<file path="src/rtl/stopwatch_pkg.sv">
// Shared definitions for the stopwatch controller slice.
//
// Contents:
//   DIV_DEFAULT - clk_i cycles per 0.1 s count tick for a 100 MHz system clock
//   sw_state_e  - controller FSM state encoding (visible on state_o)
//   sw_req_e    - the single request chosen from the four request pulses
//   is_counting - true for the states in which the prescaler advances
package stopwatch_pkg;

  localparam int unsigned DIV_DEFAULT = 10_000_000;

  // The encoding is exported on state_o, so the values are fixed.
  typedef enum logic [1:0] {
    ST_IDLE  = 2'd0,
    ST_RUN   = 2'd1,
    ST_PAUSE = 2'd2,
    ST_LAP   = 2'd3
  } sw_state_e;

  // At most one request is acted on per cycle. Clear outranks stop,
  // stop outranks start, and start outranks lap.
  typedef enum logic [2:0] {
    REQ_NONE  = 3'd0,
    REQ_CLEAR = 3'd1,
    REQ_STOP  = 3'd2,
    REQ_START = 3'd3,
    REQ_LAP   = 3'd4
  } sw_req_e;

  // The stopwatch is timing in both RUN and LAP. LAP only freezes the display.
  function automatic logic is_counting(input sw_state_e s);
    return (s == ST_RUN) || (s == ST_LAP);
  endfunction

endpackage

</file>
<file path="src/rtl/mod_m_counter.sv">
// Modulo-M prescaler: counts 0..M-1 while enabled and wraps back to 0.
//
// Ports:
//   clk_i      - system clock
//   rst_i      - synchronous active-high reset, zeroes the count
//   en_i       - advance the count this cycle
//   clr_i      - synchronous clear, zeroes the count (overrides en_i)
//   max_tick_o - high while the count equals M-1 (combinational from the flop)
module mod_m_counter #(
  parameter int unsigned M = 10
) (
  input  logic clk_i,
  input  logic rst_i,
  input  logic en_i,
  input  logic clr_i,
  output logic max_tick_o
);

  localparam int unsigned W = (M > 1) ? $clog2(M) : 1;
  localparam logic [W-1:0] LAST = W'(M - 1);

  logic [W-1:0] count_q;
  logic [W-1:0] count_d;

  // Next count: clear wins, otherwise advance and wrap at M-1.
  // With en_i low the value is held, which is what keeps the partial
  // period intact while the stopwatch is paused.
  always_comb begin
    count_d = count_q;
    if (clr_i) begin
      count_d = '0;
    end else if (en_i) begin
      if (count_q == LAST) begin
        count_d = '0;
      end else begin
        count_d = count_q + W'(1);
      end
    end
  end

  always_ff @(posedge clk_i) begin
    if (rst_i) begin
      count_q <= '0;
    end else begin
      count_q <= count_d;
    end
  end

  assign max_tick_o = (count_q == LAST);

endmodule

</file>
<file path="src/rtl/stopwatch_controller.sv">
// Stopwatch control FSM. It paces a BCD counter datapath with a 0.1 s
// count-enable, handles start/stop/clear/lap requests, and selects what the
// 7-segment display shows.
//
// Ports:
//   clk_i       - system clock
//   rst_i       - synchronous active-high reset
//   start_i     - one-cycle start/resume request
//   stop_i      - one-cycle pause request
//   clear_i     - one-cycle clear request
//   lap_i       - one-cycle lap freeze/release toggle
//   count_bcd_i - live 4-digit BCD count from the datapath
//   max_i       - datapath count is 9999
//   tick_o      - one-cycle count-enable to the datapath
//   clr_o       - one-cycle synchronous clear to the datapath (registered)
//   disp_bcd_o  - BCD value for the display driver
//   state_o     - current FSM state encoding
module stopwatch_controller
  import stopwatch_pkg::*;
#(
  parameter int unsigned DIV = DIV_DEFAULT
) (
  input  logic        clk_i,
  input  logic        rst_i,
  input  logic        start_i,
  input  logic        stop_i,
  input  logic        clear_i,
  input  logic        lap_i,
  input  logic [15:0] count_bcd_i,
  input  logic        max_i,
  output logic        tick_o,
  output logic        clr_o,
  output logic [15:0] disp_bcd_o,
  output logic [1:0]  state_o
);

  sw_state_e   state_q;
  sw_state_e   state_d;
  logic        clr_q;
  logic        clr_d;
  logic [15:0] lap_q;
  logic [15:0] lap_d;

  sw_req_e     req;
  logic        counting;
  logic        period_end;
  logic        saturate;

  // Reduce the four request pulses to the single winning request.
  always_comb begin
    req = REQ_NONE;
    if (clear_i) begin
      req = REQ_CLEAR;
    end else if (stop_i) begin
      req = REQ_STOP;
    end else if (start_i) begin
      req = REQ_START;
    end else if (lap_i) begin
      req = REQ_LAP;
    end
  end

  assign counting = is_counting(state_q);

  // The prescaler runs only while timing and is zeroed by an accepted
  // clear. It counts during the cycle in which a stop is accepted, so a
  // resume continues from the following fraction of the period.
  mod_m_counter #(
    .M(DIV)
  ) u_prescaler (
    .clk_i     (clk_i),
    .rst_i     (rst_i),
    .en_i      (counting),
    .clr_i     (req == REQ_CLEAR),
    .max_tick_o(period_end)
  );

  // A period that ends with the datapath already at 9999 must not advance
  // it; the watch stops there instead of rolling over to 0000.
  assign saturate = period_end && counting && max_i;

  // State register. Reset also discards all requests of that cycle.
  always_ff @(posedge clk_i) begin
    if (rst_i) begin
      state_q <= ST_IDLE;
      clr_q   <= 1'b0;
      lap_q   <= 16'h0000;
    end else begin
      state_q <= state_d;
      clr_q   <= clr_d;
      lap_q   <= lap_d;
    end
  end

  // Next-state logic. Clear always returns to IDLE; saturation at 9999
  // forces PAUSE ahead of any stop/start/lap. Requests that have no
  // meaning in the current state leave it unchanged.
  always_comb begin
    state_d = state_q;
    if (req == REQ_CLEAR) begin
      state_d = ST_IDLE;
    end else if (saturate) begin
      state_d = ST_PAUSE;
    end else begin
      unique case (state_q)
        ST_IDLE: begin
          if (req == REQ_START) state_d = ST_RUN;
        end
        ST_RUN: begin
          if (req == REQ_STOP) begin
            state_d = ST_PAUSE;
          end else if (req == REQ_LAP) begin
            state_d = ST_LAP;
          end
        end
        ST_PAUSE: begin
          if (req == REQ_START) state_d = ST_RUN;
        end
        ST_LAP: begin
          if (req == REQ_STOP) begin
            state_d = ST_PAUSE;
          end else if (req == REQ_LAP) begin
            state_d = ST_RUN;
          end
        end
        default: state_d = ST_IDLE;
      endcase
    end
  end

  // Registered side effects of the transition: the datapath clear pulse,
  // and the lap snapshot, taken only on entry to LAP from RUN so the
  // frozen value never moves while LAP is held.
  always_comb begin
    clr_d = (req == REQ_CLEAR);
    lap_d = lap_q;
    if ((state_q == ST_RUN) && (state_d == ST_LAP)) begin
      lap_d = count_bcd_i;
    end
  end

  // Output logic. tick_o is combinational so the datapath advances in the
  // same cycle the prescaler wraps; reset blanks it so an abandoned
  // period never produces a stray count.
  always_comb begin
    tick_o     = period_end && counting && !max_i && !rst_i;
    clr_o      = clr_q;
    state_o    = state_q;
    disp_bcd_o = (state_q == ST_LAP) ? lap_q : count_bcd_i;
  end

endmodule

</file>
<file path="config.mk">
export PLATFORM = sky130hd
export DESIGN_NAME = stopwatch_controller
export DESIGN_NICKNAME = d
export VERILOG_FILES = /design/src/rtl/stopwatch_pkg.sv /design/src/rtl/mod_m_counter.sv /design/src/rtl/stopwatch_controller.sv
export SDC_FILE = /design/constraint.sdc
export NUM_CORES = 1
export LEC_CHECK = 0
export BUFFER_PORTS_ARGS = -buffer_cell sky130_fd_sc_hd__buf_2
export CAP_MARGIN = 20
export CORE_UTILIZATION = 58
export DETAILED_ROUTE_END_ITERATION = 12
export GPL_ROUTABILITY_DRIVEN = 0
export PLACE_DENSITY = 0.9
export SETUP_SLACK_MARGIN = 0.2
export SYNTH_ARGS = -nofsm -noshare
export SYNTH_HDL_FRONTEND = slang
export SYNTH_SLANG_ARGS = --single-unit
export TNS_END_PERCENT = 5
</file>
<file path="constraint.sdc">
create_clock -name clk_i -period 4.3 [get_ports clk_i]
set_input_delay 0.86 -clock clk_i [delete_from_list [all_inputs] [get_ports clk_i]]
set_output_delay 0.86 -clock clk_i [all_outputs]
set_load 0.01 [all_outputs]
</file>
=== Word-level counts from Yosys, hierarchy flattened ===
Index checks and enable logic that the tools add are counted.

* Input bits: 23
* Bits in registers: 43

* Multiplexer cells: 14
* Reduce and logical (&&, ||, !) cells: 11
* Eq/ne operators: 9
* Add/sub/neg operators: 1

{| class="wikitable"
|+ Operators by type and width
! operator !! count
|-
| adder 24 x 1 -> 24 bit, second input constant || 1
|-
| == test 24 bit, second input constant || 1
|-
| 2-to-1 mux 24 bit || 1
|-
| 2-to-1 mux 16 bit || 1
|-
| 2-to-1 mux 2 bit || 7
|-
| 2-to-1 mux 3 bit || 4
|-
| == test 2 bit, second input constant || 3
|-
| == test 3 x 2 -> 1 bit, second input constant || 2
|-
| one-hot mux 2 bit (3 select lines) || 1
|-
| logical AND 1 bit || 5
|-
| OR reduction 2 bit || 2
|-
| == test 3 x 1 -> 1 bit, second input constant || 1
|-
| == test 3 bit, second input constant || 1
|-
| == test 2 x 1 -> 1 bit, second input constant || 1
|-
| logical NOT 1 bit || 2
|-
| logical NOT 2 bit || 1
|-
| logical OR 1 bit || 1
|}

=== Depth between registers and ports, before layout ===
* Depth in word-level cells: 12
* Depth in mapped cells: 8
* Gate-level depth less buffers: 6

=== Hierarchy ===
A second synthesis with hierarchy kept.

* Cells, all modules: 255
* Area, all modules: 2249.7 um2

{| class="wikitable"
|+ By module, submodules not included
! module !! instances !! area an instance (um2) !! sequential area each (um2) !! cells each
|-
| mod_m_counter || 1 || 1179.9 || 480.5 || 137
|-
| stopwatch_controller || 1 || 1069.8 || 380.4 || 118
|}

=== Least setup slack after synthesis ===
Ideal clock, no wire load.

* Path kind: in2out
* Start: in rst_i
* End: out tick_o
* Stages: 3
* Data arrival time: 1.474 ns
* Buffers on the path: 2
* Required time: 3.440 ns
* Path slack: 1.966 ns
* Path through: clkbuf_1 -> clkbuf_1 -> nor3_1

* Longest elaborated chain between the ends: 2

{| class="wikitable"
|+ RTL lines
! item !! RTL line !! source
|-
| start: declaration || stopwatch_controller.sv:24 || <nowiki>input logic rst_i,</nowiki>
|-
| logical NOT 1 bit || stopwatch_controller.sv:146 || <nowiki>tick_o = period_end && counting && !max_i && !rst_i;</nowiki>
|-
| logical AND 1 bit || stopwatch_controller.sv:146 ||
|-
| end: declaration || stopwatch_controller.sv:31 || <nowiki>output logic tick_o,</nowiki>
|}

Every way passes these cells.

=== Final worst setup path ===
* Start: reg u_prescaler.count_q[0]
* End: out tick_o

* Longest elaborated chain between the ends: 4

{| class="wikitable"
|+ RTL lines
! item !! RTL line !! source
|-
| start: declaration || mod_m_counter.sv:22 || <nowiki>logic [W-1:0] count_q;</nowiki>
|-
| start signal: assignment || mod_m_counter.sv:45 || <nowiki>count_q <= count_d;</nowiki>
|-
| == test 24 bit || mod_m_counter.sv:49 || <nowiki>assign max_tick_o = (count_q == LAST);</nowiki>
|-
| logical AND 1 bit (3 in series) || stopwatch_controller.sv:146 ||
|}

Every way passes these cells.

==> parameters.txt <==
Parameter                              Value

Global route
  Congestion Overflow GR    0
  Total routing resource utilization after global routing    0.221
  Number of global-route vias before repair    around 1600
  Antenna violations before repair    0
  First-pass GRT wire length    a little under 7000 microns
  Maximum number of pins on one net before global-route repair    37

Pwr
  Static Leak    0.000933 uW
  Pwr per Cell Area    313 nW/um^2
  IR Drop Worst-Case VDD    between 200 and 250 uV
  Power after layout    roughly 770 uW

Synthesis
  Area fraction of the dominant cell type after synthesis    0.403
  Number of synthesis warnings    0
  Sequential area share after synthesis    0.403
  Synthesis-stage register bit count    43
  Yosys cell types    32
  Main area contributors after synthesis    sky130_fd_sc_hd__dfxtp_1 40%, sky130_fd_sc_hd__nand2b_1 9.4%, sky130_fd_sc_hd__mux2_2 8.4%, sky130_fd_sc_hd__mux2i_1 8.0%, sky130_fd_sc_hd__xor2_1 7.0%
  Biggest area consumer among synthesized cells    sky130_fd_sc_hd__dfxtp_1
  Main synth FF type    sky130_fd_sc_hd__dfxtp_1
  Synthesized area    about 2100 sq um
  Number of cells produced by synthesis    ~230
  Synthesized net count    ~250
  Count of flip-flops with a built-in enable after synthesis    0
  Async SR Flop Fraction    0
  Synthesized area per cell    roughly 9.5 sq um

Critical path
  Start-to-end type of the worst setup path    reg2out
  Required time at the worst-slack endpoint    between 3 and 4 ns
  Highest fanout seen on the critical path    5
  Capturing element type of the critical path    output port
  Data arrival time of the worst path    a little under 2 ns
  Startpoint kind of the worst setup timing path    flop

STA
  Final TNS setup    0 ns
  Post-layout min period    2.80 ns
  Actual transition at the worst max-transition pin    0.878 ns
  Unrepaired setup endpoints after global routing    no
  Total of endpoints with negative setup slack in the final report    0
  Final hold violation count    0
  Clock Skews    around 0.0066 ns
  Final critical-path share of the clock period    0.652
  Max Freq    0.357 GHz
  Final count of pins violating max slew    0
  Worst slew margin relative to its limit    0.409

Clocking
  TritonCTS clock tree    built
  Clock input transition at the sequential cells of the worst setup and hold paths    approximately 0.08 ns
  Root buf cell    sky130_fd_sc_hd__clkbuf_8
  CTS Buf Count    5
  Post-CTS Setup Inserts    0
  Clock network latency to the later pin of the worst-skew pair    0.30 ns
  Sinks on Clock Net    43
  Post-CTS Resized    0
  Hold Buf Count CTS    0
  CTS H-Tree Depth    2
  Maximum buffer depth of the clock tree    2

Run
  Max capacitance violation total    0

Floorplanning
  Die Span X    between 60 and 70 microns
  Core Box Area    ~3400 sq um
  Initial Utilization    0.621
  Vertical extent of the die    62.7 microns
  Row count    21
  Number of top-level pins    43
  Die Footprint    3930 sq um

Placement
  Half-perimeter wire length of the detailed placement result    between 2000 and 3000 microns
  Port Buf Inserts    42

Cells and area
  Final nets    289
  Diodes inserted    0
  Area growth syn-to-layout    15.9%
  Share of final-layout standard cells stronger than drive strength 1    0.267

Route
  DRC violations left    0
  Routed vias/inst    about 5.4
  Vias after detailed routing    approximately 1700
  Post-detailed-route count of antenna-violating nets    0
  Drt first-iter violations    86
  WL per Instance    roughly 12 microns
  Final wirelength    3890 microns
  Router iterations before antenna repair    4

Outcome
  Run status    finished, final reports clean

Min path
  Worst hold path class    reg2reg
worst max-delay path, cell delays in order (launching register included):
cell and delay [ns]:
sky130_fd_sc_hd__dfxtp_1 0.38, sky130_fd_sc_hd__ha_1 0.22, sky130_fd_sc_hd__nand4_4 0.15, sky130_fd_sc_hd__nor4_1 0.39, sky130_fd_sc_hd__nand3_1 0.16, sky130_fd_sc_hd__nor3_1 0.18, sky130_fd_sc_hd__buf_2 0.16
metrics by stage:
stage               hold WS (ns)  cells  setup WS, ns  utilization  area, sq um
floorplan                  0.446    225          1.97            -         2140
global placement           0.457    304          1.87        0.685         2360
detailed placement         0.462    304          1.80        0.685         2360
CTS                        0.478    312          1.46        0.719         2470
global route               0.490    312          1.31        0.719         2470
finish                     0.474    312          1.50        0.719         2470
synthesized netlist by cell type (3+ instances only):
master	instances
sky130_fd_sc_hd__mux2i_1	17
sky130_fd_sc_hd__nor3_1	3
sky130_fd_sc_hd__nand2b_1	32
sky130_fd_sc_hd__xor2_1	17
sky130_fd_sc_hd__mux2_2	16
sky130_fd_sc_hd__nor2_1	32
sky130_fd_sc_hd__nand3_1	8
sky130_fd_sc_hd__nand2_1	12
sky130_fd_sc_hd__xnor2_1	6
sky130_fd_sc_hd__nand4_1	7
sky130_fd_sc_hd__dfxtp_1	43
sky130_fd_sc_hd__clkbuf_1	6
sky130_fd_sc_hd__and4_1	3
per-layer routing:
metal,routed length [microns],up-vias,global-route usage
li1,-,842,-
met1,1730,781,0.261
met2,1920,45,0.385
met3,183,7,0.0474
met4,58,0,0.0930
met5,0,-,0
worst paths after layout:
path | from | to | slack (ns) | depth (start not counted)
setup / recovery | u_prescaler.count_q[0] | tick_o | 1.50 | 6
hold / removal | lap_q[14] | lap_q[14] | 0.47 | 2
hold reg to reg | lap_q[14] | lap_q[14] | 0.47 | 2
setup reg to reg | u_prescaler.count_q[0] | u_prescaler.count_q[5] | 2.11 | 6
layout by cell type (no fill, tap or decap), types with 2 or more instances in the layout:
| master | instances |
|---|---|
| sky130_fd_sc_hd__nand2_1 | 12 |
| sky130_fd_sc_hd__nor2b_1 | 2 |
| sky130_fd_sc_hd__and3_1 | 2 |
| sky130_fd_sc_hd__dfxtp_1 | 43 |
| sky130_fd_sc_hd__nor2_1 | 32 |
| sky130_fd_sc_hd__mux2i_1 | 17 |
| sky130_fd_sc_hd__nand3_1 | 8 |
| sky130_fd_sc_hd__buf_2 | 42 |
| sky130_fd_sc_hd__and4_1 | 3 |
| sky130_fd_sc_hd__xnor2_1 | 6 |
| sky130_fd_sc_hd__clkbuf_8 | 6 |
| sky130_fd_sc_hd__mux2_2 | 16 |
| sky130_fd_sc_hd__nand2b_1 | 32 |
| sky130_fd_sc_hd__nand4_1 | 7 |
| sky130_fd_sc_hd__nor3_1 | 3 |
| sky130_fd_sc_hd__nor4_1 | 2 |
| sky130_fd_sc_hd__xor2_1 | 17 |
sequential cells by signal (all words and copies together) (netlist names):
register,cells
clr_o,1
state_o,2
lap_q,16
u_prescaler.count_q,24
kinds of logic (layout without fill, tap and decap cells):
group                      after synthesis  count (layout)  synth area share
muxes                                   33              33             0.164
buffers and inverters                   11              52            0.0340
DFF                                     43              43             0.403
xor gates and xnor gates                23              23            0.0943
AOI/OAI and AO/OA                        4               4            0.0129
adders and majority gates                1               1           0.00586
and+or+nand+nor                        110             110             0.286
power by group:
group          switching, uW  internal (uW)  leakage [uW]
sequential              1.28            399      0.000347
clock                    133            188     0.0000612
combinational           25.8           27.3      0.000526
total                    160            614      0.000933
final cells by class:
cell class              count  area (sq um)
clock buffers               6          82.6
clock inverters             2          35.0
fillers                   243           967
inverters                   1          3.75
multi-input cells         171          1220
flip-flops and latches     43           861
well taps                  46          57.6
repair buffers             43           218
(Power assumes the default switching activity.)
